===== config.mk =====
export PLATFORM = sky130hd
export DESIGN_NAME = keypad_matrix_scanner
export DESIGN_NICKNAME = d
export VERILOG_FILES = /design/src/rtl/keypad_matrix_scanner_pkg.sv /design/src/rtl/keypad_matrix_scanner_fifo.sv /design/src/rtl/keypad_matrix_scanner.sv
export SDC_FILE = /design/constraint.sdc
export NUM_CORES = 1
export LEC_CHECK = 0
export ABC_AREA = 1
export BUFFER_PORTS_ARGS = -buffer_cell sky130_fd_sc_hd__buf_2
export CAP_MARGIN = 5
export CORE_MARGIN = 3
export CORE_UTILIZATION = 60
export DETAILED_ROUTE_END_ITERATION = 16
export GPL_ROUTABILITY_DRIVEN = 0
export PLACE_DENSITY = 0.8
export SLEW_MARGIN = 20
export SYNTH_ARGS = -nofsm -noshare
export SYNTH_HDL_FRONTEND = slang
export SYNTH_HIERARCHICAL = 1
export SYNTH_SLANG_ARGS = --single-unit

===== constraint.sdc =====
create_clock -name clk -period 2.5 [get_ports clk]
set_clock_uncertainty 0.05 [all_clocks]
set_input_delay 0.125 -clock clk [delete_from_list [all_inputs] [get_ports clk]]
set_output_delay 0.125 -clock clk [all_outputs]
set_load 0.02 [all_outputs]

===== src/rtl/keypad_matrix_scanner_pkg.sv =====
// Shared types and default sizing for the keypad matrix scanner.
// The scan FSM state encoding is visible on a debug port of the top.
package keypad_pkg;

    typedef enum logic [2:0] {
        IDLE     = 3'd0,
        SCAN     = 3'd1,
        DEBOUNCE = 3'd2,
        PRESSED  = 3'd3,
        HELD     = 3'd4
    } scan_state_e;

    localparam int DEF_ROWS       = 4;
    localparam int DEF_COLS       = 4;
    localparam int DEF_SCAN_DIV   = 25000;
    localparam int DEF_DEB_TICKS  = 10;
    localparam int DEF_FIFO_DEPTH = 8;

endpackage


===== src/rtl/keypad_matrix_scanner_fifo.sv =====
// First-word-fall-through event queue for confirmed key presses.
// Handshake: an entry leaves when pop_i is high while empty_o is low; data_o shows the head.
module kp_event_fifo #(
    parameter int WIDTH = 4,
    parameter int DEPTH = 8
) (
    input  logic             clk,
    input  logic             rst_n,
    input  logic             push_i,
    input  logic [WIDTH-1:0] data_i,
    input  logic             pop_i,
    output logic [WIDTH-1:0] data_o,
    output logic             empty_o,
    output logic             full_o
);
    localparam int AW = $clog2(DEPTH);

    logic [AW:0]      wr_q, wr_d, rd_q, rd_d;
    logic [WIDTH-1:0] mem_q [DEPTH];
    logic             do_push, do_pop;

    // Extra pointer bit separates full (MSBs differ) from empty (pointers equal).
    assign empty_o = (wr_q == rd_q);
    assign full_o  = (wr_q[AW] != rd_q[AW]) && (wr_q[AW-1:0] == rd_q[AW-1:0]);
    assign do_pop  = pop_i && !empty_o;
    assign do_push = push_i && (!full_o || do_pop);
    assign data_o  = empty_o ? '0 : mem_q[rd_q[AW-1:0]];

    always_comb begin
        wr_d = wr_q;
        rd_d = rd_q;
        if (do_push) wr_d = wr_q + 1'b1;
        if (do_pop)  rd_d = rd_q + 1'b1;
    end

    always_ff @(posedge clk or negedge rst_n) begin
        if (!rst_n) begin
            wr_q <= '0;
            rd_q <= '0;
        end else begin
            wr_q <= wr_d;
            rd_q <= rd_d;
        end
    end

    always_ff @(posedge clk) begin
        if (do_push) mem_q[wr_q[AW-1:0]] <= data_i;
    end

endmodule


===== src/rtl/keypad_matrix_scanner.sv =====
// Active-low matrix keypad scanner: tick divider, row synchroniser, scan/debounce FSM,
// per-key toggle flags and a press-event FIFO (valid/ready, pop on key_valid & key_ready).
module keypad_matrix_scanner
    import keypad_pkg::*;
#(
    parameter  int ROWS       = DEF_ROWS,
    parameter  int COLS       = DEF_COLS,
    parameter  int SCAN_DIV   = DEF_SCAN_DIV,
    parameter  int DEB_TICKS  = DEF_DEB_TICKS,
    parameter  int FIFO_DEPTH = DEF_FIFO_DEPTH,
    localparam int KW         = $clog2(ROWS*COLS)
) (
    input  logic                 clk,
    input  logic                 rst_n,
    input  logic [ROWS-1:0]      row_in,
    output logic [COLS-1:0]      col_out,
    output logic                 key_valid,
    output logic [KW-1:0]        key_code,
    input  logic                 key_ready,
    output logic                 key_held,
    output logic [ROWS*COLS-1:0] key_toggle,
    output logic                 overflow,
    input  logic                 overflow_clr,
    output logic [2:0]           dbg_state_o,
    output logic                 dbg_tick_o
);
    localparam int RW = $clog2(ROWS);
    localparam int CW = $clog2(COLS);
    localparam int DW = $clog2(SCAN_DIV);
    localparam logic [7:0]    DEB_LAST = 8'(DEB_TICKS - 1);
    localparam logic [CW-1:0] COL_LAST = CW'(COLS - 1);
    localparam logic [DW-1:0] DIV_LAST = DW'(SCAN_DIV - 1);

    scan_state_e          state_q, state_d;
    logic [DW-1:0]        div_q;
    logic                 tick;
    logic [ROWS-1:0]      row_meta_q, row_sync_q;
    logic [CW-1:0]        col_q;
    logic [RW-1:0]        row_q;
    logic [7:0]           cnt_q;
    logic [ROWS*COLS-1:0] toggle_q;
    logic                 overflow_q;
    logic                 any_low;
    logic [RW-1:0]        low_idx;
    logic                 row_is_low;
    logic [KW-1:0]        code_w;
    logic                 push;
    logic                 fifo_empty, fifo_full;

    assign tick = (div_q == DIV_LAST);

    always_ff @(posedge clk or negedge rst_n) begin
        if (!rst_n) begin
            div_q      <= '0;
            row_meta_q <= '1;
            row_sync_q <= '1;
        end else begin
            div_q      <= tick ? '0 : div_q + 1'b1;
            row_meta_q <= row_in;
            row_sync_q <= row_meta_q;
        end
    end

    // Lowest low row wins when several rows of one column are closed.
    always_comb begin
        any_low = 1'b0;
        low_idx = '0;
        for (int r = ROWS - 1; r >= 0; r--) begin
            if (!row_sync_q[r]) begin
                any_low = 1'b1;
                low_idx = RW'(r);
            end
        end
    end

    assign row_is_low = !row_sync_q[row_q];
    assign code_w     = KW'(int'(col_q) * ROWS + int'(row_q));
    assign push       = tick && (state_q == PRESSED);

    always_ff @(posedge clk or negedge rst_n) begin
        if (!rst_n) state_q <= IDLE;
        else        state_q <= state_d;
    end

    always_comb begin
        state_d = state_q;
        if (tick) begin
            case (state_q)
                IDLE:     if (row_sync_q != '1) state_d = SCAN;
                SCAN: begin
                    if (any_low)               state_d = DEBOUNCE;
                    else if (col_q == COL_LAST) state_d = IDLE;
                end
                DEBOUNCE: begin
                    if (!row_is_low)            state_d = IDLE;
                    else if (cnt_q == DEB_LAST) state_d = PRESSED;
                end
                PRESSED:  state_d = HELD;
                HELD:     if (!row_is_low && cnt_q == DEB_LAST) state_d = IDLE;
                default:  state_d = IDLE;
            endcase
        end
    end

    always_comb begin
        col_out  = '1;
        key_held = 1'b0;
        case (state_q)
            IDLE:    col_out = '0;
            HELD: begin
                col_out        = '1;
                col_out[col_q] = 1'b0;
                key_held       = 1'b1;
            end
            default: col_out[col_q] = 1'b0;
        endcase
    end

    always_ff @(posedge clk or negedge rst_n) begin
        if (!rst_n) begin
            col_q    <= '0;
            row_q    <= '0;
            cnt_q    <= '0;
            toggle_q <= '0;
        end else if (tick) begin
            case (state_q)
                IDLE: begin
                    col_q <= '0;
                    cnt_q <= '0;
                end
                SCAN: begin
                    cnt_q <= '0;
                    if (any_low)                row_q <= low_idx;
                    else if (col_q == COL_LAST) col_q <= '0;
                    else                        col_q <= col_q + 1'b1;
                end
                DEBOUNCE: begin
                    if (row_is_low && cnt_q != DEB_LAST) cnt_q <= cnt_q + 1'b1;
                    else                                 cnt_q <= '0;
                end
                PRESSED: begin
                    cnt_q            <= '0;
                    toggle_q[code_w] <= ~toggle_q[code_w];
                end
                HELD: begin
                    if (!row_is_low) cnt_q <= cnt_q + 1'b1;
                    else             cnt_q <= '0;
                end
                default: cnt_q <= '0;
            endcase
        end
    end

    // A newly dropped press takes priority over a clear in the same cycle.
    always_ff @(posedge clk or negedge rst_n) begin
        if (!rst_n)                                overflow_q <= 1'b0;
        else if (push && fifo_full && !key_ready)  overflow_q <= 1'b1;
        else if (overflow_clr)                     overflow_q <= 1'b0;
    end

    kp_event_fifo #(
        .WIDTH (KW),
        .DEPTH (FIFO_DEPTH)
    ) u_fifo (
        .clk     (clk),
        .rst_n   (rst_n),
        .push_i  (push),
        .data_i  (code_w),
        .pop_i   (key_ready),
        .data_o  (key_code),
        .empty_o (fifo_empty),
        .full_o  (fifo_full)
    );

    assign key_valid   = !fifo_empty;
    assign key_toggle  = toggle_q;
    assign overflow    = overflow_q;
    assign dbg_state_o = state_q;
    assign dbg_tick_o  = tick;

endmodule

# Word level (Yosys, flattened, before mapping)
# Memory sizes are Yosys's and may differ from the RTL's.
# Index checks and enable logic that the tools add are counted.
# W data, S select, Z words.
# totals
inputBits	8
regBits	63
n_memories	1
ramBits	32
elab_cells	102
output_inout_bits	31
# memory_table
memory	words	width	rd	rd_clocked_by_memory_dff	write_ports	line	rtl
u_fifo.mem_q	8	4	1	0	1	keypad_matrix_scanner_fifo.sv:19	logic [WIDTH-1:0] mem_q [DEPTH];
# classes
reduce_logical	22
bitwise	2
addsub	6
n_eq_ne	17
muxes	38
magnitude_cmp	5
# op_table
op	n
$mux W3	6
$bwmux W16	1
$mux W8	2
$pmux W8 S2	1
$add A15 B1 Y15 const B	1
$eq A15 B15 Y1 const B	1
$mux W15	1
$pmux W3 S5	1
$mux W1	13
$mux W2	6
$logic_and A1 B1 Y1	10
$add A4 B1 Y4 const B	2
$add A8 B1 Y8 const B	1
$eq A8 B4 Y1 const B	1
$mux W4	2
$ne A8 B4 Y1 const B	1
$eq A3 B2 Y1 const B	2
$lt A2 B3 Y1 const B	2
$ne A2 B2 Y1 const B	3
$ne A3 B3 Y1 const B	2
$reduce_and A3 Y1	2
$lt A4 B5 Y1 const B	1
$reduce_and A5 Y1	1
$add A4 B2 Y4	1
22 further kinds	26

# Logic depth before layout (Yosys ltp)
# Gate-level depths: netlist (run 1).
# logic_depth
word_depth	7
mapped_depth	11
ltp_nobuf	11

# Hierarchy
# Netlist (run 1), hierarchy kept.
# modules_own_cells
module	seq_area_each_um2	area_each_um2	n_inst	cells_each
keypad_matrix_scanner	1386.3	3113.0	1	427
kp_event_fifo	1161.1	1836.8	1	175

# Worst setup path before layout (run 1)
# No wires, ideal clock.
# synth_timing
kind	reg-to-reg
startpoint	register div_q[0]
endpoint	memory u_fifo.mem_q[2][0], enable pin
setup_slack_ns	0.409
path_stages_with_launch	8
t_arrival_ns	1.712
period_less_slack_ns	2.091
n_path_buf	0
required_ns	2.121
setup_ns	0.329
path_cell_list	dfrtp_1 -> ha_1 -> nand2_2 -> nor3_4 -> nand2_4 -> nor2_1 -> nand3_2 -> nor2_1
# synth_between
elab_chain_cells	5
# synth_rtl
element	line	rtl
start: declaration	keypad_matrix_scanner.sv:35	logic [DW-1:0] div_q;
start signal: assignment	keypad_matrix_scanner.sv:58	div_q <= tick ? '0 : div_q + 1'b1;
$eq A15 B15 Y1	keypad_matrix_scanner.sv:50	assign tick = (div_q == DIV_LAST);
$logic_and A1 B1 Y1	keypad_matrix_scanner.sv:78	assign push = tick && (state_q == PRESSED);
net push	keypad_matrix_scanner.sv:47	logic push;
$logic_and A1 B1 Y1	keypad_matrix_scanner_fifo.sv:26	assign do_push = push_i && (!full_o || do_pop);
$mux W1	keypad_matrix_scanner_fifo.sv:47	if (do_push) mem_q[wr_q[AW-1:0]] <= data_i;
$mux W1 (not written as such)	keypad_matrix_scanner_fifo.sv:47	
end: declaration	keypad_matrix_scanner_fifo.sv:19	
# The timed path passes the listed nets, and every way through them passes these cells.

# Final worst setup path (run 1)
# layout_timing
startpoint	register u_fifo.rd_q[1]
endpoint	output port key_code[1]
# layout_between
elab_chain_cells	2
elab_cells_between_ends	3
cone_classes	eq/ne: 1; mux: 1; memory: 1
# layout_rtl
element	line	rtl
start: declaration	keypad_matrix_scanner_fifo.sv:18	logic [AW:0] wr_q, wr_d, rd_q, rd_d;
start signal: assignment	keypad_matrix_scanner_fifo.sv:42	rd_q <= rd_d;
$mem_v2 Z8 W4 or $eq A4 B4 Y1 (tied branches)	n/a	
$mux W4 *	keypad_matrix_scanner_fifo.sv:27	assign data_o = empty_o ? '0 : mem_q[rd_q[AW-1:0]];
end: declaration	keypad_matrix_scanner.sv:18	output logic [KW-1:0] key_code,
# Every way passes the cells marked *; elsewhere a longest branch is shown, timed or not.

==> summary.txt, run 1 <==
Fin Setup TNS -> 0 ns
Die area -> 0.00938 sq mm
Endpoints failing hold -> 0
CTS max path bufs -> 2
H-tree levels -> 3
Synth Cell Area -> 0.00495 sq mm
Most frequent cells in the layout -> nand2_1 (149), nor2_1 (117), inv_1 (56)
Post-synthesis compound-gate area fraction -> 0.0675
Root buffer cell -> clkbuf_8
I/O Pins -> 39
Largest net degree at the start of global routing -> 64
Syn. warnings -> 6
Post-synthesis simple-gate area fraction -> 0.304
TritonRoute pass-1 iters -> 5
Hold Crit Class -> primary input to register
Post-synth EDFFs -> 32
Final hold slack -> 0.0178 ns
Port Buffer Count -> 38
CTS tree -> done
Hold Path Cell Cnt -> 3
Reg2reg path depth -> 8
Worst EP arrival -> 1.96 ns
Pleak -> 2.74 nW
VDD IR max -> 0.388 mV
Final Slew Violations -> 0
Total global-route track usage -> 0.226
Cells after synthesis -> 602
Largest family of logic cells by synthesized area -> simple AND/OR/NAND/NOR gates
Multiplexer share of the synthesized area -> 0
Total congestion overflow -> 0
Via count -> 4013
CTS sink count -> 95
Average cell area after synthesis -> 8.22 sq um
Clock buffer count from CTS -> 9
Initial DRC Count -> 302
Slew headroom -> 0.476
Clock transition at path regs -> 0.09 ns
Synth unique cells -> 38
Commonest non-fill, non-tap cell in the layout -> nand2_1
Post-Synthesis Net Count -> 619
Outcome -> finished, final reports clean
Min cycle time layout -> 2.13 ns
Critical path class -> register to output port
Die Y -> 96.8 um
Fmax -> 0.469 GHz
Worst-Margin Slew -> 0.786 ns
Vias in the first global route -> 3852
First-pass GRT wire length -> 17500 um
Power Dens Cells -> 473 mW/mm^2
Final wirelength -> 10100 um
Unrepaired setup endpoints after global routing -> false
Fin crit share -> 0.853
DP HPWL -> 7230 um
Post-synthesis sequential area ratio -> 0.515
Pre-CTS WS -> 0.391 ns
DR WL/cell -> 13.3 um
Die width -> 96.8 um
Antenna violations before repair -> 0
Util after Layout -> 0.696
#FFs+latches synth -> 95
CP Launch Type -> register
CORE AREA -> 0.00785 sq mm
Post-Synth XOR/XNOR Area -> 0.0245
Final setup viols -> 0
Share of cells above drive strength 1 -> 0.153
Via density -> 5.30
Maximum fanout along the worst path -> 17
Antenna Cells -> 0
Worst skew pair latency -> 0.37 ns
Fill cells -> 639
Power Total -> 2.59 mW
Max Cap Viol -> 0
Synth Area in Adders -> 0.0228
Final ANT Viol Nets -> 0
Nets -> 667
Fin worst setup slack -> 0.367 ns
Area added between synthesis and finish -> 10.4%
Row cnt -> 32
Starting Density -> 0.631
CP required -> 2.33 ns
CP Capture Type -> output port
DRC Markers -> 0
Async SR Flop Fraction -> 0.663
Main synth FF type -> dfrtp_1
[cells in the mapped netlist, types with 2 or more instances]
cell type / instances / area, sq um
nand3b_1: 6 / 45.0
dfstp_2: 8 / 210
nand2_4: 2 / 22.5
nand2_2: 10 / 62.6
inv_2: 5 / 18.8
o21ai_0: 47 / 235
nor2_2: 4 / 25.0
inv_1: 56 / 210
xor2_1: 10 / 87.6
nand4_1: 5 / 31.3
buf_6: 3 / 33.8
nor2_1: 117 / 439
nand2_1: 149 / 559
o21ai_1: 10 / 50.1
o22ai_1: 4 / 25.0
a21oi_1: 2 / 10.0
xnor2_1: 2 / 17.5
edfxtp_1: 32 / 961
dfrtp_1: 55 / 1380
inv_4: 2 / 12.5
nand3_1: 38 / 190
ha_1: 9 / 113
buf_2: 7 / 35.0
nor3_4: 2 / 32.5
nor3_1: 4 / 20.0
[layer usage]
layer	part of all wire	wire, um	global-route usage
met3	0.050	507	0.0375
met5	0	0	0
met2	0.48	4800	0.378
met4	0.019	194	0.0832
met1	0.45	4550	0.296
[stage by stage]
step	cells	area, sq um
final	757	5470
after global routing	757	5470
after CTS	757	5470
after detailed placement	735	5230
after global placement	735	5230
after floorplan	602	4950
[where the power goes]
part	internal [mW]	switching (mW)
clock	0.371	0.561
combinational	0.0136	0.0275
sequential	1.61	0.00378
[cell families (layout without fill, tap and decap cells)]
| family | Yosys count | count (layout) |
|---|---|---|
| and+or+nand+nor | 343 | 343 |
| xor gates and xnor gates | 13 | 13 |
| buffers and inverters | 77 | 130 |
| adders and majority gates | 9 | 9 |
| DFF | 95 | 95 |
| AOI/OAI and AO/OA | 65 | 65 |
[final cells by class]
type | instances | area, sq um | area share
well taps | 102 | 128 | 0.0234
flip-flops and latches | 95 | 2550 | 0.466
clock inverters | 7 | 53.8 | 0.00984
repair buffers | 50 | 295 | 0.0540
inverters | 64 | 245 | 0.0449
multi-input cells | 430 | 2070 | 0.379
clock buffers | 9 | 124 | 0.0227
[flip-flops by register name (all words and copies together), names as in the netlist]
signal and flops:
div_q 15, dbg_state_o 3, overflow 1, u_fifo/rd_q 4
cnt_q 8, key_toggle 16, row_sync_q 4, row_q 2
u_fifo/mem_q 32, col_q 2, u_fifo/wr_q 4, row_meta_q 4
[worst max-delay path: stages (launching register included)]
cell,delay [ns]
dfrtp_1,0.64
inv_2,0.11
nand2_1,0.09
nand2_2,0.08
nor2_4,0.18
nand3_4,0.14
o21ai_0,0.13
nor2_1,0.06
buf_2,0.16
[timing repair]
| action | CTS | global route |
|---|---|---|
| resized for setup | 0 | 0 |
| endpoints found under the hold margin | 60 | 0 |
| setup buffers | 0 | 0 |
| hold buffers | 6 | 0 |
[final timing paths]
path                                start                 end  slack, ns
max                        u_fifo/rd_q[1]         key_code[1]       0.37
min                             key_ready      u_fifo/rd_q[3]       0.02
max reg2reg                      div_q[0]  u_fifo/mem_q[1][0]       0.37
min reg2reg                 row_meta_q[0]       row_sync_q[0]       0.31
max in group asynchronous           rst_n       key_toggle[1]       1.46
min in group asynchronous           rst_n            div_q[5]       0.40
(Power assumes the default switching activity.)
==> inputs of run 2 (changes only) <==
==> constraint.sdc (replaced) <==
create_clock -name clk -period 2.1 [get_ports clk]
set_clock_uncertainty 0.05 [all_clocks]
set_input_delay 0.105 -clock clk [delete_from_list [all_inputs] [get_ports clk]]
set_output_delay 0.105 -clock clk [all_outputs]
set_load 0.02 [all_outputs]
==> run 2 against run 1 <==
  * Global-route usage increased by 0.25 points
  * Final area grew 2.4%
  * Register-to-register slack got worse by 0.28 ns
  * Flip-flop and latch count unchanged
  * Core utilization grew 1.6 points
  * Sequential power increased by 19%
  * First-iteration DRC count decreased by 33%
  * Sequential share of layout area down 1.1 points
  * Total power is 22% higher
  * Clock-buffer cell count unchanged
  * Routed wire length up 3.2%
  * Via count grew 1.9%
  * Critical path type is now register to register
  * Largest power group unchanged
==> summary.txt, run 2 (synthesis gave the netlist of run 1 again) <==
Die width -> 96.8 um (unchanged)
First-pass GRT wire length -> 17600 um (was 17500 um)
Crit path capture -> u_fifo/mem_q[4][2] (was key_code[1])
Most frequent cells in the layout -> nand2_1 (149), nor2_1 (115), inv_1 (55) (was nand2_1 (149), nor2_1 (117), inv_1 (56))
Clock share of power -> 0.375 (was 0.360)
Outcome -> finished, final reports clean (unchanged)
# Post-CTS Setup Buffers -> 0 (unchanged)
Port Buffer Count -> 38 (unchanged)
Multi-input logic area -> 0.00208 sq mm (was 0.00207 sq mm)
Area added between synthesis and finish -> 13.0% (was 10.4%)
Via count -> 4088 (was 4013)
Fill cells -> 594 (was 639)
VDD IR max -> 0.570 mV (was 0.388 mV)
I/O Pins -> 39 (unchanged)
Worst path slowest cell -> dfrtp_1 (unchanged)
Util after Layout -> 0.713 (was 0.696)
Total global-route track usage -> 0.228 (was 0.226)
CP Launch Type -> register (unchanged)
Combinational share of power -> 0.018 (was 0.016)
Reg2reg end -> u_fifo/mem_q[4][2] (was u_fifo/mem_q[1][0])
Final wirelength -> 10400 um (was 10100 um)
Die area -> 0.00938 sq mm (unchanged)
Reg2reg path depth -> 8 (unchanged)
Antenna Cells -> 0 (unchanged)
Setup crit start -> div_q[0] (was u_fifo/rd_q[1])
Via density -> 5.32 (was 5.30)
Flop2flop setup slack -> 0.09 ns (was 0.37 ns)
Share of cells above drive strength 1 -> 0.172 (was 0.153)
WP buf/inv -> 1 (was 2)
CTS sink count -> 95 (unchanged)
CTS tree -> done (unchanged)
Area after DPL -> 0.00532 sq mm (was 0.00523 sq mm)
Final setup viols -> 0 (unchanged)
Row cnt -> 32 (unchanged)
Placed instance count -> 746 (was 735)
P_int -> 2.41 mW (was 1.99 mW)
Die Y -> 96.8 um (unchanged)
Clock buffer count from CTS -> 9 (unchanged)
Largest register FFs -> 32 (unchanged)
Critical path class -> register to register (was register to output port)
Switching Fraction -> 0.239 (was 0.229)
Pleak -> 2.81 nW (was 2.74 nW)
Nets -> 679 (was 667)
Vias in the first global route -> 3839 (was 3852)
Worst EP arrival -> 2.00 ns (was 1.96 ns)
Most used cell, CP -> nor2_1
Worst skew pair latency -> 0.37 ns (about the same)
Seq pwr share -> 0.607 (was 0.624)
Final Slew Violations -> 0 (unchanged)
Register area -> 0.00255 sq mm (about the same)
Non-Filler Instances -> 769 (was 757)
Fin crit share -> 0.957
Crit-path leading delay family -> simple AND/OR/NAND/NOR gates (was flip-flops)
H-tree levels -> 3 (unchanged)
Antenna violations before repair -> 0 (unchanged)
Power Dens Cells -> 566 mW/mm^2 (was 473 mW/mm^2)
TritonRoute pass-1 iters -> 4 (was 5)
CORE AREA -> 0.00785 sq mm (unchanged)
CP required -> 2.09 ns (was 2.33 ns)
Worst stage delay on the critical path -> 0.38 ns (was 0.64 ns)
Min cycle time layout -> 2.01 ns
Commonest non-fill, non-tap cell in the layout -> nand2_1 (unchanged)
Clock transition at path regs -> 0.10 ns (was 0.09 ns)
Worst-Margin Slew -> 0.546 ns (was 0.786 ns)
DRC Markers -> 0 (unchanged)
Unrepaired setup endpoints after global routing -> true (was false)
Largest net degree at the start of global routing -> 33 (was 64)
Root buffer cell -> clkbuf_8 (unchanged)
Final Cell Area -> 0.00559 sq mm (was 0.00547 sq mm)
Total congestion overflow -> 0 (unchanged)
DR WL/cell -> 13.5 um (was 13.3 um)
CTS max path bufs -> 2 (unchanged)
DP HPWL -> 7620 um (was 7230 um)
Starting Density -> 0.631 (unchanged)
P_sw -> 0.756 mW (was 0.592 mW)
Reg2reg start -> div_q[0] (unchanged)
Max Cap Viol -> 0 (unchanged)
Initial DRC Count -> 201 (was 302)
WP depth -> 8 (unchanged)
Hold Crit Class -> primary input to async pin (was primary input to register)
CP Capture Type -> register (was output port)
Final ANT Viol Nets -> 0 (unchanged)
Endpoints failing hold -> 0 (unchanged)
Maximum fanout along the worst path -> 6 (was 17)
Worst-path cell chain -> ha_1, nand2_2, nor3_4, nand2_4, nor2_1, buf_4, nand3_2, nor2_1 (was inv_2, nand2_1, nand2_2, nor2_4, nand3_4, o21ai_0, nor2_1, buf_2)
Slew headroom -> 0.636 (was 0.476)
Fmax -> 0.498 GHz
run 2: changes by cell type in the layout (fill, tap and decap cells not counted), moves of 2 or more:
cell,previous run,this run
buf_4,6,16
o21ai_0,47,45
clkinvlp_4,2,0
nor2_1,117,115
clkinv_4,0,2
nor2_2,4,6
o21ai_1,10,12
inv_8,1,4
run 2: layout make-up:
type,count,share of cell area
multi-input cells,430,0.371
inverters,64,0.0438
repair buffers,62,0.0716
well taps,102,0.0228
clock buffers,9,0.0221
clock inverters,7,0.0127
flip-flops and latches,95,0.456
run 2: power by group through the flow:
stage	combinational [mW]	clock, mW	sequential, mW
6_report	0.0573	1.19	1.92
5_1_grt	0.0658	1.30	1.92
4_1_cts	0.0590	1.22	1.92
3_5_place_dp	0.0491	0	1.96
3_3_place_gp	0.0479	0	1.96
2_1_floorplan	0.00759	0	1.96
run 2: metrics by stage:
step	setup TNS (ns)	total power [mW]	worst slack [ns]	hold WS, ns
CTS	0	3.20	0.0381	0.202
detailed placement	0	2.01	0.114	0.0688
floorplan	0	1.97	0.00878	-0.241
global route	-0.256	3.29	-0.0305	0.220
finish	0	3.17	0.0907	0.198
global placement	0	2.01	0.192	0.0665
run 2: layer usage:
| layer | routed length, um | GRT usage | vias up |
|---|---|---|---|
| met5 | 0 | 0 | - |
| met4 | 193 | 0.0799 | 0 |
| met3 | 490 | 0.0332 | 20 |
| met2 | 5190 | 0.383 | 123 |
| met1 | 4510 | 0.303 | 1894 |
| li1 | - | - | 2051 |
run 2: worst min-delay path by stage:
stage | start | to | slack (ns)
2_1_floorplan | rst_n | cnt_q[0] | -0.24
3_3_place_gp | rst_n | overflow | 0.07
3_5_place_dp | rst_n | u_fifo/rd_q[2] | 0.07
4_1_cts | rst_n | u_fifo/rd_q[0] | 0.20
5_1_grt | rst_n | u_fifo/rd_q[3] | 0.22
6_report | rst_n | u_fifo/rd_q[2] | 0.20
run 2: what timing repair did:
action / in CTS / in global routing
endpoints found under the setup margin: 0 / 19
hold endpoints to repair: 27 / 0
resized for setup: 0 / 6
hold buffers: 7 / 0
==> inputs of run 3 (changes only) <==
--- a/config.mk
+++ b/config.mk
@@ -5,14 +5,14 @@
 export SDC_FILE = /design/constraint.sdc
 export NUM_CORES = 1
 export LEC_CHECK = 0
-export ABC_AREA = 1
 export BUFFER_PORTS_ARGS = -buffer_cell sky130_fd_sc_hd__buf_2
 export CAP_MARGIN = 5
 export CORE_MARGIN = 3
-export CORE_UTILIZATION = 60
+export CORE_UTILIZATION = 59
 export DETAILED_ROUTE_END_ITERATION = 16
 export GPL_ROUTABILITY_DRIVEN = 0
-export PLACE_DENSITY = 0.8
+export HOLD_SLACK_MARGIN = 0.12
+export PLACE_DENSITY = 0.79
 export SLEW_MARGIN = 20
 export SYNTH_ARGS = -nofsm -noshare
 export SYNTH_HDL_FRONTEND = slang
==> run 3 against run 2 <==
  * The flow now finishes with violations (setup timing)
  * Flip-flop and latch count unchanged
  * Sequential power increased by 5%
  * Worst hold slack better by 0.024 ns
  * Final cell count fell by 27%
  * First-iteration DRC count shrank 41%
  * Combinational power rose to 13 times the previous value
  * Core utilization increased by 5.7 points
  * Die area down 6.0%
  * Worst setup slack got worse by 0.54 ns
  * Largest power group unchanged
  * Highest routed layer unchanged
==> summary.txt, run 3 <==
Post-Synthesis Net Count -> 378 (was 619)
Min cycle time layout -> 2.55 ns (was 2.01 ns)
Crit path capture -> u_fifo/mem_q[3][2] (was u_fifo/mem_q[4][2])
Worst stage delay on the critical path -> 0.53 ns (was 0.38 ns)
Worst skew pair latency -> 0.37 ns (about the same)
Row cnt -> 31 (was 32)
DR WL/cell -> 16.8 um (was 13.5 um)
Reg2reg start -> div_q[9] (was div_q[0])
Largest net degree at the start of global routing -> 40 (was 33)
Syn. warnings -> 6 (unchanged)
Maximum fanout along the worst path -> 5 (was 6)
Clock transition at path regs -> 0.09 ns (was 0.10 ns)
Worst-Margin Slew -> 0.607 ns (was 0.546 ns)
Via density -> 5.59 (was 5.32)
First-pass GRT wire length -> 15600 um (was 17600 um)
Fmax -> 0.392 GHz (was 0.498 GHz)
Average cell area after synthesis -> 12.6 sq um (was 8.22 sq um)
P_int -> 2.75 mW (was 2.41 mW)
Final setup viols -> 66 (was 0)
Synth unique cells -> 58 (was 38)
Commonest non-fill, non-tap cell in the layout -> dfrtp_1 (was nand2_1)
Cells after synthesis -> 361 (was 602)
#FFs+latches synth -> 95 (unchanged)
Routed length on met2 -> 5000 um (was 5190 um)
Post-synth EDFFs -> 32 (unchanged)
Unrepaired setup endpoints after global routing -> true (unchanged)
Hold Crit Class -> primary input to async pin (unchanged)
Endpoints failing hold -> 0 (unchanged)
CP Launch Type -> register (unchanged)
Fin Setup TNS -> -19.75 ns (was 0 ns)
I/O Pins -> 39 (unchanged)
Antenna Cells -> 0 (unchanged)
TritonRoute pass-1 iters -> 4 (unchanged)
H-tree levels -> 3 (unchanged)
DRC Markers -> 0 (unchanged)
P_sw -> 1.09 mW (was 0.756 mW)
Worst EP arrival -> 2.59 ns (was 2.00 ns)
Starting Density -> 0.618 (was 0.631)
Reg2reg end -> u_fifo/mem_q[3][2] (was u_fifo/mem_q[4][2])
Post-synthesis sequential area ratio -> 0.559 (was 0.515)
Combinational share of power -> 0.196 (was 0.018)
Async SR Flop Fraction -> 0.663 (unchanged)
Die width -> 93.9 um (was 96.8 um)
Reg2reg path depth -> 7 (was 8)
Die area -> 0.00881 sq mm (was 0.00938 sq mm)
Final Slew Violations -> 0 (unchanged)
CORE AREA -> 0.00737 sq mm (was 0.00785 sq mm)
Highest Signal Layer -> met4 (unchanged)
Via count -> 3139 (was 4088)
Final Cell Area -> 0.00567 sq mm (was 0.00559 sq mm)
VDD IR max -> 0.560 mV (was 0.570 mV)
Most instantiated library cell after synthesis -> dfrtp_1 (was nand2_1)
Top cell type's share of synthesized area -> 0.302 (was 0.278)
Util after Layout -> 0.770 (was 0.713)
Outcome -> finished with violations (was finished, final reports clean)
Area added between synthesis and finish -> 24.5% (was 13.0%)
Post-synth top cells -> dfrtp_1 (55), nand2_1 (38), nor2_1 (35) (was nand2_1 (149), nor2_1 (117), inv_1 (56))
Post-Route M1 WL -> 4050 um (was 4510 um)
Antenna violations before repair -> 0 (unchanged)
Worst path slowest cell -> or4_4 (was dfrtp_1)
Post-synth top area cell -> dfrtp_1 (unchanged)
Share of cells above drive strength 1 -> 0.395 (was 0.172)
Slew headroom -> 0.595 (was 0.636)
CTS tree -> done (unchanged)
WP depth -> 7 (was 8)
Crit-path leading delay family -> simple AND/OR/NAND/NOR gates (unchanged)
Power Dens Cells -> 677 mW/mm^2 (was 566 mW/mm^2)
Area after DPL -> 0.00524 sq mm (was 0.00532 sq mm)
Seq pwr share -> 0.522 (was 0.607)
Root buffer cell -> clkbuf_8 (unchanged)
CP required -> 2.13 ns (was 2.09 ns)
Initial DRC Count -> 119 (was 201)
Violated checks -> setup timing
Setup crit start -> div_q[9] (was div_q[0])
Nets -> 475 (was 679)
Die Y -> 93.9 um (was 96.8 um)
Worst-path cell chain -> or4_4, or3_4, or2_4, nor2_4, nand2_4, nor4b_4, buf_4 (was ha_1, nand2_2, nor3_4, nand2_4, nor2_1, buf_4, nand3_2, nor2_1)
CTS sink count -> 95 (unchanged)
Main synth FF type -> dfrtp_1 (unchanged)
CP Capture Type -> register (unchanged)
WP buf/inv -> 1 (unchanged)
Synth area leaders -> dfrtp_1 (30%), edfxtp_1 (21%), mux4_2 (6.4%), dfstp_2 (4.6%), mux2_2 (4.5%) (was dfrtp_1 (28%), edfxtp_1 (19%), nand2_1 (11%), nor2_1 (8.9%), o21ai_0 (4.8%))
Total global-route track usage -> 0.231 (was 0.228)
Synth Cell Area -> 0.00455 sq mm (was 0.00495 sq mm)
CTS max path bufs -> 2 (unchanged)
DP HPWL -> 6410 um (was 7620 um)
Port Buffer Count -> 38 (unchanged)
Max Cap Viol -> 0 (unchanged)
Final ANT Viol Nets -> 0 (unchanged)
Fin crit share -> 1.22 (was 0.957)
Flop2flop setup slack -> -0.45 ns (was 0.09 ns)
Most frequent cells in the layout -> dfrtp_1 (54), buf_4 (49), buf_2 (37) (was nand2_1 (149), nor2_1 (115), inv_1 (55))
DR WL met3 -> 296 um (was 490 um)
Clock share of power -> 0.282 (was 0.375)
Vias in the first global route -> 3143 (was 3839)
Critical path class -> register to register (unchanged)
Final wirelength -> 9470 um (was 10400 um)
Fin worst setup slack -> -0.454 ns (was 0.0907 ns)
Total congestion overflow -> 0 (unchanged)
Switching Fraction -> 0.284 (was 0.239)
Pleak -> 2.54 nW (was 2.81 nW)
Clock buffer count from CTS -> 9 (unchanged)
Largest register FFs -> 32 (unchanged)
run 3: cell types whose count changed in the layout (fill, tap and decap cells not counted), sizes merged, moves of 8 or more:
cell / change
buf: +40
inv: -54
mux2: +19
mux4: +13
nand2: -123
nand3: -30
nor2: -87
nor4: +8
o21ai: -45
xnor2: +9
run 3: worst min path at each step:
stage	slack, ns	endpoint	from	depth (start not counted)
after floorplan	-0.24	cnt_q[0]	rst_n	0
after global placement	0.1	u_fifo/rd_q[2]	rst_n	1
after detailed placement	0.1	u_fifo/rd_q[2]	rst_n	1
after CTS	0.23	u_fifo/wr_q[2]	rst_n	2
after global routing	0.26	overflow	rst_n	2
final	0.22	u_fifo/wr_q[2]	rst_n	2
run 3: kinds of logic after synthesis:
kind of cell / count (synthesis) / synth area share
simple gates: 136 / 0.157
compound gates: 34 / 0.0591
fa+ha+maj: 9 / 0.0247
xor+xnor: 22 / 0.0456
flops: 95 / 0.559
mux: 37 / 0.123
buf+inv: 28 / 0.0316
run 3: metrics by stage:
stage | setup WS (ns) | total power [mW] | hold slack [ns] | std cells
2_1_floorplan | -0.608 | 2.59 | -0.241 | 361
3_3_place_gp | -0.422 | 2.75 | 0.0976 | 530
3_5_place_dp | -0.507 | 2.78 | 0.0977 | 530
4_1_cts | -0.434 | 3.86 | 0.234 | 555
5_1_grt | -0.546 | 4.02 | 0.260 | 562
6_report | -0.454 | 3.84 | 0.222 | 562
run 3: routing by layer:
metal / vias to the layer above / global-route usage
met5: - / 0
met2: 61 / 0.396
met3: 12 / 0.0537
met1: 1570 / 0.290
met4: 0 / 0.0746
li1: 1496 / -
run 3: repair_timing:
item | 4_1_cts | 5_1_grt
gates cloned | 0 | 0
pin swaps | 3 | 8
hold endpoints to repair | 30 | 0
buffers inserted | 2 | 7
hold buffers | 7 | 0
setup endpoints to repair | 64 | 69
gates resized for setup | 6 | 26
run 3: final cells by class:
class | instances | area, sq um
clock buffer | 9 | 124
multi-input combinational | 238 | 2040
clock inverter | 7 | 47.5
inverter | 12 | 52.6
tap | 99 | 124
sequential | 95 | 2550
timing repair buffer | 102 | 737
fill | 464 | 1700
run 3: worst reg2reg max path, delay by kind of cell, from the launching register on:
family	cells	cell delay (ns)
and+or+nand+nor	6	1.68
buffers and inverters	1	0.18
DFF	1	0.38
run 3: power by group through the flow:
stage | combinational [mW] | clock (mW) | sequential, mW
6_report | 0.754 | 1.08 | 2.01
5_1_grt | 0.824 | 1.18 | 2.01
4_1_cts | 0.748 | 1.10 | 2.00
3_5_place_dp | 0.735 | 0 | 2.04
3_3_place_gp | 0.710 | 0 | 2.04
2_1_floorplan | 0.563 | 0 | 2.03
